--- src/rtl/ibex_pkg.sv ---
// Shared types for the packed-adder arbiter slice: ALU operators, arbiter states and defaults.
// The arbiter's round-robin pointer is built only when IBEX_PADD_ARB_RR_EN is defined.
package ibex_pkg;

    typedef enum logic [6:0] {
        ALU_ADD   = 7'd0,
        ALU_SUB   = 7'd1,
        ZPN_ADD16 = 7'd2,
        ZPN_SUB16 = 7'd3,
        ZPN_ADD8  = 7'd4,
        ZPN_SUB8  = 7'd5
    } alu_op_e;

    typedef enum logic [1:0] {
        ARB   = 2'd0,
        LOCK0 = 2'd1,
        LOCK1 = 2'd2
    } padd_arb_state_e;

    localparam int unsigned PaddArbMaxLockDefault = 4;
    // Wide enough for the largest legal MaxLock (15).
    localparam int unsigned PaddArbCntW = 4;

    function automatic padd_arb_state_e padd_arb_lock_state(input logic id);
        return id ? LOCK1 : LOCK0;
    endfunction

endpackage

--- src/rtl/ibex_padd_arb_grant.sv ---
// Combinational grant selection for the packed-adder arbiter.
// Produces a one-hot (or empty) grant from request valids, arbiter state and priority pointer.
module ibex_padd_arb_grant
    import ibex_pkg::*;
(
    input  logic [1:0]      valid_i,
    input  padd_arb_state_e state_i,
    input  logic            ptr_i,
    output logic [1:0]      grant_o
);

    always_comb begin
        grant_o = 2'b00;
        unique case (state_i)
            ARB: begin
                if (&valid_i) begin
                    grant_o = ptr_i ? 2'b10 : 2'b01;
                end else begin
                    grant_o = valid_i;
                end
            end
            // A locked owner keeps the adder; the other requester is stalled.
            LOCK0:   grant_o = {1'b0, valid_i[0]};
            LOCK1:   grant_o = {valid_i[1], 1'b0};
            default: grant_o = 2'b00;
        endcase
    end

endmodule

--- src/rtl/ibex_padd_arbiter.sv ---
// Shares one packed adder between the ALU (id 0) and the multi-pass unit (id 1), with bounded locks.
// Define IBEX_PADD_ARB_RR_EN for a round-robin pointer; otherwise requester 0 has fixed priority.
module ibex_padd_arbiter
    import ibex_pkg::*;
#(
    parameter int unsigned MaxLock = PaddArbMaxLockDefault
) (
    input  logic                  clk_i,
    input  logic                  rst_ni,
    input  logic                  flush_i,
    input  logic [1:0]            req_valid_i,
    output logic [1:0]            req_ready_o,
    input  logic [1:0]            req_lock_i,
    input  alu_op_e [1:0]         req_operator_i,
    input  logic [1:0][32:0]      req_a_i,
    input  logic [1:0][32:0]      req_b_i,
    output logic [1:0]            rsp_valid_o,
    output logic [33:0]           rsp_result_o,
    output alu_op_e               operator_o,
    output logic [32:0]           adder_in_a_o,
    output logic [32:0]           adder_in_b_o,
    input  logic [33:0]           adder_result_ext_i
);

    localparam logic [PaddArbCntW-1:0] MaxLockCnt = PaddArbCntW'(MaxLock);

    padd_arb_state_e        state_q, state_d;
    logic [PaddArbCntW-1:0] lock_cnt_q, lock_cnt_d;
    logic [1:0]             grant;
    logic [1:0]             ready;
    logic                   xfer;
    logic                   win_id;
    logic                   lock_owner;
    logic                   ptr;
    logic [1:0]             rsp_valid_q, rsp_valid_d;
    logic [33:0]            rsp_result_q;

    ibex_padd_arb_grant u_grant (
        .valid_i (req_valid_i),
        .state_i (state_q),
        .ptr_i   (ptr),
        .grant_o (grant)
    );

    // Flush blocks every handshake so nothing new is captured in that cycle.
    assign ready       = flush_i ? 2'b00 : grant;
    assign req_ready_o = ready;
    assign xfer        = |(ready & req_valid_i);
    assign win_id      = ready[1];
    assign lock_owner  = (state_q == LOCK1);

`ifdef IBEX_PADD_ARB_RR_EN
    logic ptr_q;

    always_ff @(posedge clk_i or negedge rst_ni) begin
        if (!rst_ni) begin
            ptr_q <= 1'b0;
        end else if (xfer && (state_q == ARB)) begin
            ptr_q <= ~win_id;
        end
    end

    assign ptr = ptr_q;
`else
    assign ptr = 1'b0;
`endif

    always_comb begin
        state_d    = state_q;
        lock_cnt_d = lock_cnt_q;
        unique case (state_q)
            ARB: begin
                if (xfer && req_lock_i[win_id]) begin
                    state_d    = padd_arb_lock_state(win_id);
                    lock_cnt_d = PaddArbCntW'(1);
                end
            end
            LOCK0, LOCK1: begin
                if (xfer) begin
                    if (req_lock_i[lock_owner] && (lock_cnt_q < MaxLockCnt)) begin
                        lock_cnt_d = lock_cnt_q + PaddArbCntW'(1);
                    end else begin
                        state_d    = ARB;
                        lock_cnt_d = '0;
                    end
                end else if (!req_lock_i[lock_owner]) begin
                    state_d    = ARB;
                    lock_cnt_d = '0;
                end
            end
            default: begin
                state_d    = ARB;
                lock_cnt_d = '0;
            end
        endcase
        if (flush_i) begin
            state_d    = ARB;
            lock_cnt_d = '0;
        end
    end

    always_ff @(posedge clk_i or negedge rst_ni) begin
        if (!rst_ni) begin
            state_q    <= ARB;
            lock_cnt_q <= '0;
        end else begin
            state_q    <= state_d;
            lock_cnt_q <= lock_cnt_d;
        end
    end

    always_comb begin
        operator_o   = ALU_ADD;
        adder_in_a_o = '0;
        adder_in_b_o = '0;
        if (ready[0]) begin
            operator_o   = req_operator_i[0];
            adder_in_a_o = req_a_i[0];
            adder_in_b_o = req_b_i[0];
        end else if (ready[1]) begin
            operator_o   = req_operator_i[1];
            adder_in_a_o = req_a_i[1];
            adder_in_b_o = req_b_i[1];
        end
    end

    assign rsp_valid_d = xfer ? ready : 2'b00;

    always_ff @(posedge clk_i or negedge rst_ni) begin
        if (!rst_ni) begin
            rsp_valid_q  <= 2'b00;
            rsp_result_q <= '0;
        end else begin
            rsp_valid_q <= rsp_valid_d;
            if (xfer) begin
                rsp_result_q <= adder_result_ext_i;
            end
        end
    end

    assign rsp_valid_o  = rsp_valid_q;
    assign rsp_result_o = rsp_result_q;

    ready_onehot0: assert property (@(posedge clk_i) disable iff (!rst_ni) $onehot0(req_ready_o));
    lock_cnt_bound: assert property (@(posedge clk_i) disable iff (!rst_ni)
        lock_cnt_q <= MaxLockCnt);
    lock_cnt_idle: assert property (@(posedge clk_i) disable iff (!rst_ni)
        (state_q == ARB) |-> (lock_cnt_q == '0));

endmodule

--- config.mk ---
export PLATFORM = sky130hd
export DESIGN_NAME = ibex_padd_arbiter
export DESIGN_NICKNAME = d
export VERILOG_FILES = /design/src/rtl/ibex_pkg.sv /design/src/rtl/ibex_padd_arb_grant.sv /design/src/rtl/ibex_padd_arbiter.sv
export SDC_FILE = /design/constraint.sdc
export NUM_CORES = 1
export LEC_CHECK = 0
export BUFFER_PORTS_ARGS = -buffer_cell sky130_fd_sc_hd__buf_4
export CELL_PAD_IN_SITES_DETAIL_PLACEMENT = 1
export CELL_PAD_IN_SITES_GLOBAL_PLACEMENT = 1
export CORE_AREA = 2 2 116 118
export CTS_CLUSTER_DIAMETER = 60
export CTS_CLUSTER_SIZE = 40
export DETAILED_ROUTE_END_ITERATION = 16
export DIE_AREA = 0 0 118 120
export PLACE_DENSITY = 0.82
export SYNTH_ARGS = -nofsm -noshare
export SYNTH_HDL_FRONTEND = slang
export SYNTH_SLANG_ARGS = --single-unit
--- constraint.sdc ---
create_clock -name clk_i -period 5 [get_ports clk_i]
set_clock_uncertainty 0.1 [all_clocks]
set_input_delay 0.25 -clock clk_i [delete_from_list [all_inputs] [get_ports clk_i]]
set_output_delay 0.25 -clock clk_i [all_outputs]
set_load 0.01 [all_outputs]
==> results of run 1 <==
power by group through the flow:
stage	Sequential, µW	Clock [µW]	Combinational (µW)
global route	601	345	1160
finish	578	319	1080
detailed placement	582	0	1090
global placement	571	0	1060
floorplan	639	0	446
CTS	580	334	1090
state kept, by name, summed over array words and instances (netlist names):
name	cells
rsp_result_o	34
lock_cnt_q	4
rsp_valid_o	2
state_q	2
worst register-to-register path, delay by kind of cell, from the launching register on:
kind	cells	cell delay, ps
buffers and inverters	1	80
AND/OR/NAND/NOR	2	570
multiplexers	1	480
AO/OA/AOI/OAI	1	500
adder cells (fa/ha/maj)	1	280
flip-flops	1	420
worst max path at each step:
| stage | from | to | slack (ps) | depth (start not counted) |
|---|---|---|---|---|
| after global routing | state_q[0] | adder_in_b_o[0] | 980 | 9 |
| after global placement | state_q[0] | adder_in_b_o[0] | 1630 | 9 |
| after floorplan | state_q[0] | adder_in_a_o[0] | 2860 | 9 |
| final | state_q[0] | adder_in_b_o[0] | 1230 | 9 |
| after CTS | state_q[0] | adder_in_b_o[0] | 1200 | 9 |
| after detailed placement | state_q[0] | adder_in_b_o[0] | 1490 | 9 |
metal layers:
metal  GRT usage [%]  vias to the layer above  routed length (µm)
met4            8.43                        0                 414
li1                -                     1420                   -
met3            6.75                       22                1260
met1            16.1                     1487                4260
met2            36.1                      167                7730
met5               0                        -                   0
what timing repair did:
action | in CTS | in global routing
hold buffers | 1 | 0
endpoints found under the hold margin | 42 | 0
setup buffers | 0 | 0
cell families (layout without fill, tap and decap cells):
group	count (synthesis)	count (layout)	share of synthesized area, %
compound gates	88	88	28.9
fa+ha+maj	5	5	2.44
buf+inv	29	317	6.94
flops	42	42	41.1
mux	38	38	16.6
other cells	0	3	0
simple gates	16	16	3.96
cells in the final DEF, fill, tap and decap left out, drive strengths merged, types with 2 or more instances in the layout:
cell type  Yosys  final
a22o          74     74
nor2           5      5
mux2          36     36
diode          0      3
clkinv         1      2
buf           20    299
or2            2      2
inv            8      9
a21oi          6      6
nand2          3      3
clkbuf         0      5
ha             5      5
mux2i          2      2
dfrtp         42     42
final cells by class:
type	count	area share, %
repair buffers	300	44.7
flip-flops and latches	42	20.8
clock inverters	3	0.496
multi-input cells	147	26.3
diodes	3	0.149
inverters	9	0.694
well taps	176	4.36
clock buffers	5	2.48
through the flow:
step / power, µW / instances / hold slack (ps) / utilization (%) / setup slack [ps]
after floorplan: 1090 / 218 / -146 / - / 2860
after global placement: 1630 / 673 / 160 / 37.6 / 1630
after detailed placement: 1680 / 673 / 173 / 37.6 / 1490
after CTS: 2010 / 682 / 75.7 / 38.8 / 1200
after global routing: 2100 / 685 / 83.1 / 38.9 / 976
final: 1970 / 685 / 82.7 / 38.9 / 1230
==> metrics.cfg, run 1 <==
[yosys]
syn_avg_cell_area_um2=11.7
yosysTopAreaCell=dfrtp_1
synth_edf_count=0
ys.flop_type=dfrtp_1
synthesis.area_mm2=0.00256
synth_seq_cells=42
seq_area_frac_synth_pct=41.1
ys_top_cells_by_count=a22o_1, dfrtp_1, mux2_1
async_reset_ff_share_pct=100
synthTopCellsByArea=dfrtp_1, a22o_1, mux2_1
synthCells=218
synth.most_common_cell=a22o_1
synth_top_area_share_pct=41.1
syn_nets=410
ys_warn_count=0
synthDistinctLibCells=31

[worst_setup_path]
rr_startpoint=state_q[0]
startpoint_type=flop
r2r-end=rsp_result_o[12]
arrival_ps=3420
critPathMostFrequentCell=buf_4
worstPathMaxFanout=73
critPathBufInv=4
required_ps=4650
worst_setup_path_end_kind=primary output
crit_chain=inv_1, ha_1, o21ai_1, or3_1, clkinv_2, nor2_4, buf_4, a22o_1, buf_4
max_stage_delay_ps=580
r2r_slack_ps=2450
r2r_cells=6
crit_type=reg2out
cp_slowest_cell=buf_4
cpLargestDelayFamily=buffers and inverters

[pwr]
power.leakage_uw=0.00261
power.density_mw_per_mm2=391
p_int_uw=1270
p_sw_uw=706
switching_share_pct=35.8
combPwrFrac_pct=54.5
seqPwrFrac_pct=29.3
ir_drop_mv=0.338
clock_power_share_pct=16.2

[final_layout]
final-seq-area_mm2=0.00105
final_area_mm2=0.00505
drive_gt1_share_pct=63.0
syn2layout_area_growth_pct=97.3
multi_input_area_mm2=0.00133
fillers=1511
final_nets=697

[route]
drt_iter0_markers=113
vias=3096
ant_nets=0
viasPerCell=4.52
wire_per_inst_um=19.9
drcViolationCount=0
first_pass_iters=4
drt_wl_total_mm=13.7

[timing]
finalCriticalPeriod_ps=3770
worstMarginPinSlew_ps=726
hold_viol=0
fin_crit_sh_pct=75.5
finalSetupViolCount=0
timing.fmax_mhz=265
relSlewSlack_pct=51.6
setup_tns_ps=0
slew_viol_final=0
rsz0062_at_grt=false

[placed_design]
hpwl_mm=11.8
port_buffers=297
dpl_cell_area_mm2=0.00488
gp_congestion=0.915

[worst_hold_path]
hold_depth=2
hold_start=adder_result_ext_i[1]
worstHoldPathType=in2reg
holdPathEnd=rsp_result_o[1]

[global_route]
grtUsageTotal_pct=18.2
grt-ovfl-total=0
grt_pass1_vias=3388
antenna_found_initial=3
grt_pass1_wl_mm=19.7
grt_max_degree=74

[run]
maxCapViolCount=0

[floorplan]
die_h_um=120
pin_count=298
dieArea_mm2=0.0142
core_area_mm2=0.0130
row_count=42
start_util_pct=19.7
fp.dieW_um=118

[clocking]
clock-root-buffer=clkbuf_16
cts_made_buffers=5
clockBufferDepth=2
cts_tree=done
clk_latency_ps=270
clk_pin_slew_ps=60
h-tree-depth=2
clkSinkCount=42
cts_resized=0

[status]
status=complete, no violations

Note: power is estimated with default switching activity, not from simulation.
==> run 2: changes to the inputs <==
--- a/config.mk
+++ b/config.mk
@@ -8,12 +8,11 @@
 export BUFFER_PORTS_ARGS = -buffer_cell sky130_fd_sc_hd__buf_4
 export CELL_PAD_IN_SITES_DETAIL_PLACEMENT = 1
 export CELL_PAD_IN_SITES_GLOBAL_PLACEMENT = 1
-export CORE_AREA = 2 2 116 118
+export CORE_UTILIZATION = 20
 export CTS_CLUSTER_DIAMETER = 60
 export CTS_CLUSTER_SIZE = 40
 export DETAILED_ROUTE_END_ITERATION = 16
-export DIE_AREA = 0 0 118 120
-export PLACE_DENSITY = 0.82
+export PLACE_DENSITY = 0.86
 export SYNTH_ARGS = -nofsm -noshare
 export SYNTH_HDL_FRONTEND = slang
 export SYNTH_SLANG_ARGS = --single-unit
==> constraint.sdc (replaced) <==
create_clock -name clk_i -period 3.2 [get_ports clk_i]
set_clock_uncertainty 0.1 [all_clocks]
set_input_delay 0.16 -clock clk_i [delete_from_list [all_inputs] [get_ports clk_i]]
set_output_delay 0.16 -clock clk_i [all_outputs]
set_load 0.01 [all_outputs]
==> run 2 against run 1 <==
Against the previous run:
- combinational power is 58% higher
- power up 57%
- clock-buffer cell count up 1
- critical path depth unchanged
- flip-flop and latch count did not move
- cell area up 1.4%
- largest power group unchanged
- first-iteration DRC count increased by 33%
- wire length rose by 0.34%
==> metrics.cfg, run 2 (same netlist as run 1, synthesis figures left out) <==
[worst_hold_path]
worstHoldPathType=in2reg

[clocking]
cts_made_buffers=5
h-tree-depth=2
clock-root-buffer=clkbuf_16
cts_tree=done
clkSinkCount=42
clk_pin_slew_ps=60
clk_latency_ps=270
clockBufferDepth=2
cts_setup_buffers=0

[timing]
relSlewSlack_pct=57.3
finalSetupViolCount=0
finalCriticalPeriod_ps=2840
slew_viol_final=0
hold_viol=0
rsz0062_at_grt=false
fin_ws_ps=362
setup_tns_ps=0
worstMarginPinSlew_ps=639
timing.fmax_mhz=352
fin_crit_sh_pct=88.7

[floorplan]
pin_count=298
fp.dieW_um=115
row_count=40
dieArea_mm2=0.0133
start_util_pct=20.9
die_h_um=115
core_area_mm2=0.0123

[pwr]
ir_drop_mv=0.510
power.leakage_uw=0.00264
power.density_mw_per_mm2=603

[placed_design]
port_buffers=297
hpwl_mm=11.8
gp_congestion=0.815
dpl_cell_area_mm2=0.00490
post-place-ws_ps=441
dp.cells=665

[route]
vias=3132
drt_wl_total_mm=13.7
first_pass_iters=4
viasPerCell=4.60
wire_per_inst_um=20.1
drcViolationCount=0
drt_iter0_markers=150
ant_nets=0

[final_layout]
syn2layout_area_growth_pct=100
largest_reg_flops=34
final_cell_mix=buf_4, a22o_1, dfrtp_1
layout.cells.non_filler=681
final_nets=704
final_util_pct=41.8
final_area_mm2=0.00512
drive_gt1_share_pct=62.1
final_common_cell=buf_4

[global_route]
grtUsageTotal_pct=19.7
grt-ovfl-total=0
grt_pass1_wl_mm=19.4
grt_max_degree=74
grt_pass1_vias=3374
antenna_found_initial=1

[worst_setup_path]
required_ps=2940
worstPathMaxFanout=73
arrival_ps=2580
crit_chain=inv_1, ha_1, o21ai_1, or3_4, clkinv_2, nor2_4, buf_12, a22o_1, buf_4
crit_type=reg2out
startpoint_type=flop
worst_setup_path_end_kind=primary output
max_stage_delay_ps=420
cp_slowest_cell=dfrtp_1

[run]
maxCapViolCount=0

[status]
status=complete, no violations

[run 2: changes by cell type in the layout (fill, tap and decap cells not counted), sizes merged]
cell / delta
clkbuf: +1
clkinv: -1
diode: -2
dlygate4sd3: +7
inv: -1
[run 2: where the power goes]
part,total (µW),internal (µW),switching (µW)
clock network,476,285,191
logic,1710,935,773
registers,906,771,135
[run 2: per-layer routing]
metal	vias up	share of wire [%]	GRT usage (%)
met5	-	0	0
met4	0	1.9	6.49
met3	16	8.1	5.43
met2	172	56	38.4
met1	1511	34	20.1
li1	1433	-	-
[run 2: per-stage QoR]
| step | power, µW | hold WS [ps] |
|---|---|---|
| after CTS | 3130 | 0.862 |
| after detailed placement | 2630 | 76.1 |
| after global placement | 2550 | 73.0 |
| final | 3090 | 4.64 |
| after global routing | 3280 | 0.659 |
| after floorplan | 1700 | -236 |
[run 2: repair_timing]
item / in CTS / in global routing
hold endpoints to repair: 47 / 2
resized for setup: 0 / 1
hold buffers: 6 / 2
setup endpoints to repair: 0 / 6
[run 2: area by class of cell]
cell class,count,area [µm²]
fillers,1405,7140
repair buffers,307,2350
multi-input cells,147,1340
clock inverters,1,7.51
well taps,168,210
clock buffers,6,129
diodes,1,2.50
flip-flops and latches,42,1050
inverters,9,35.0
[run 2: path summary, 6_finish.rpt]
check	startpoint	end	slack (ps)	cells after the start
min in group asynchronous	rst_ni	rsp_result_o[11]	310	2
hold reg to reg	rsp_result_o[7]	rsp_result_o[7]	390	1
setup / recovery	state_q[0]	adder_in_b_o[22]	360	9
setup reg to reg	state_q[0]	rsp_result_o[15]	660	6
hold / removal	adder_result_ext_i[21]	rsp_result_o[21]	5	2
max in group asynchronous	rst_ni	lock_cnt_q[0]	2310	2
[run 2: critical path, delay by kind of cell (launching register included)]
family	cells	cell delay, ps
adder cells (fa/ha/maj)	1	270
AND/OR/NAND/NOR	2	400
AO/OA/AOI/OAI	2	440
flip-flops	1	420
buffers and inverters	4	730
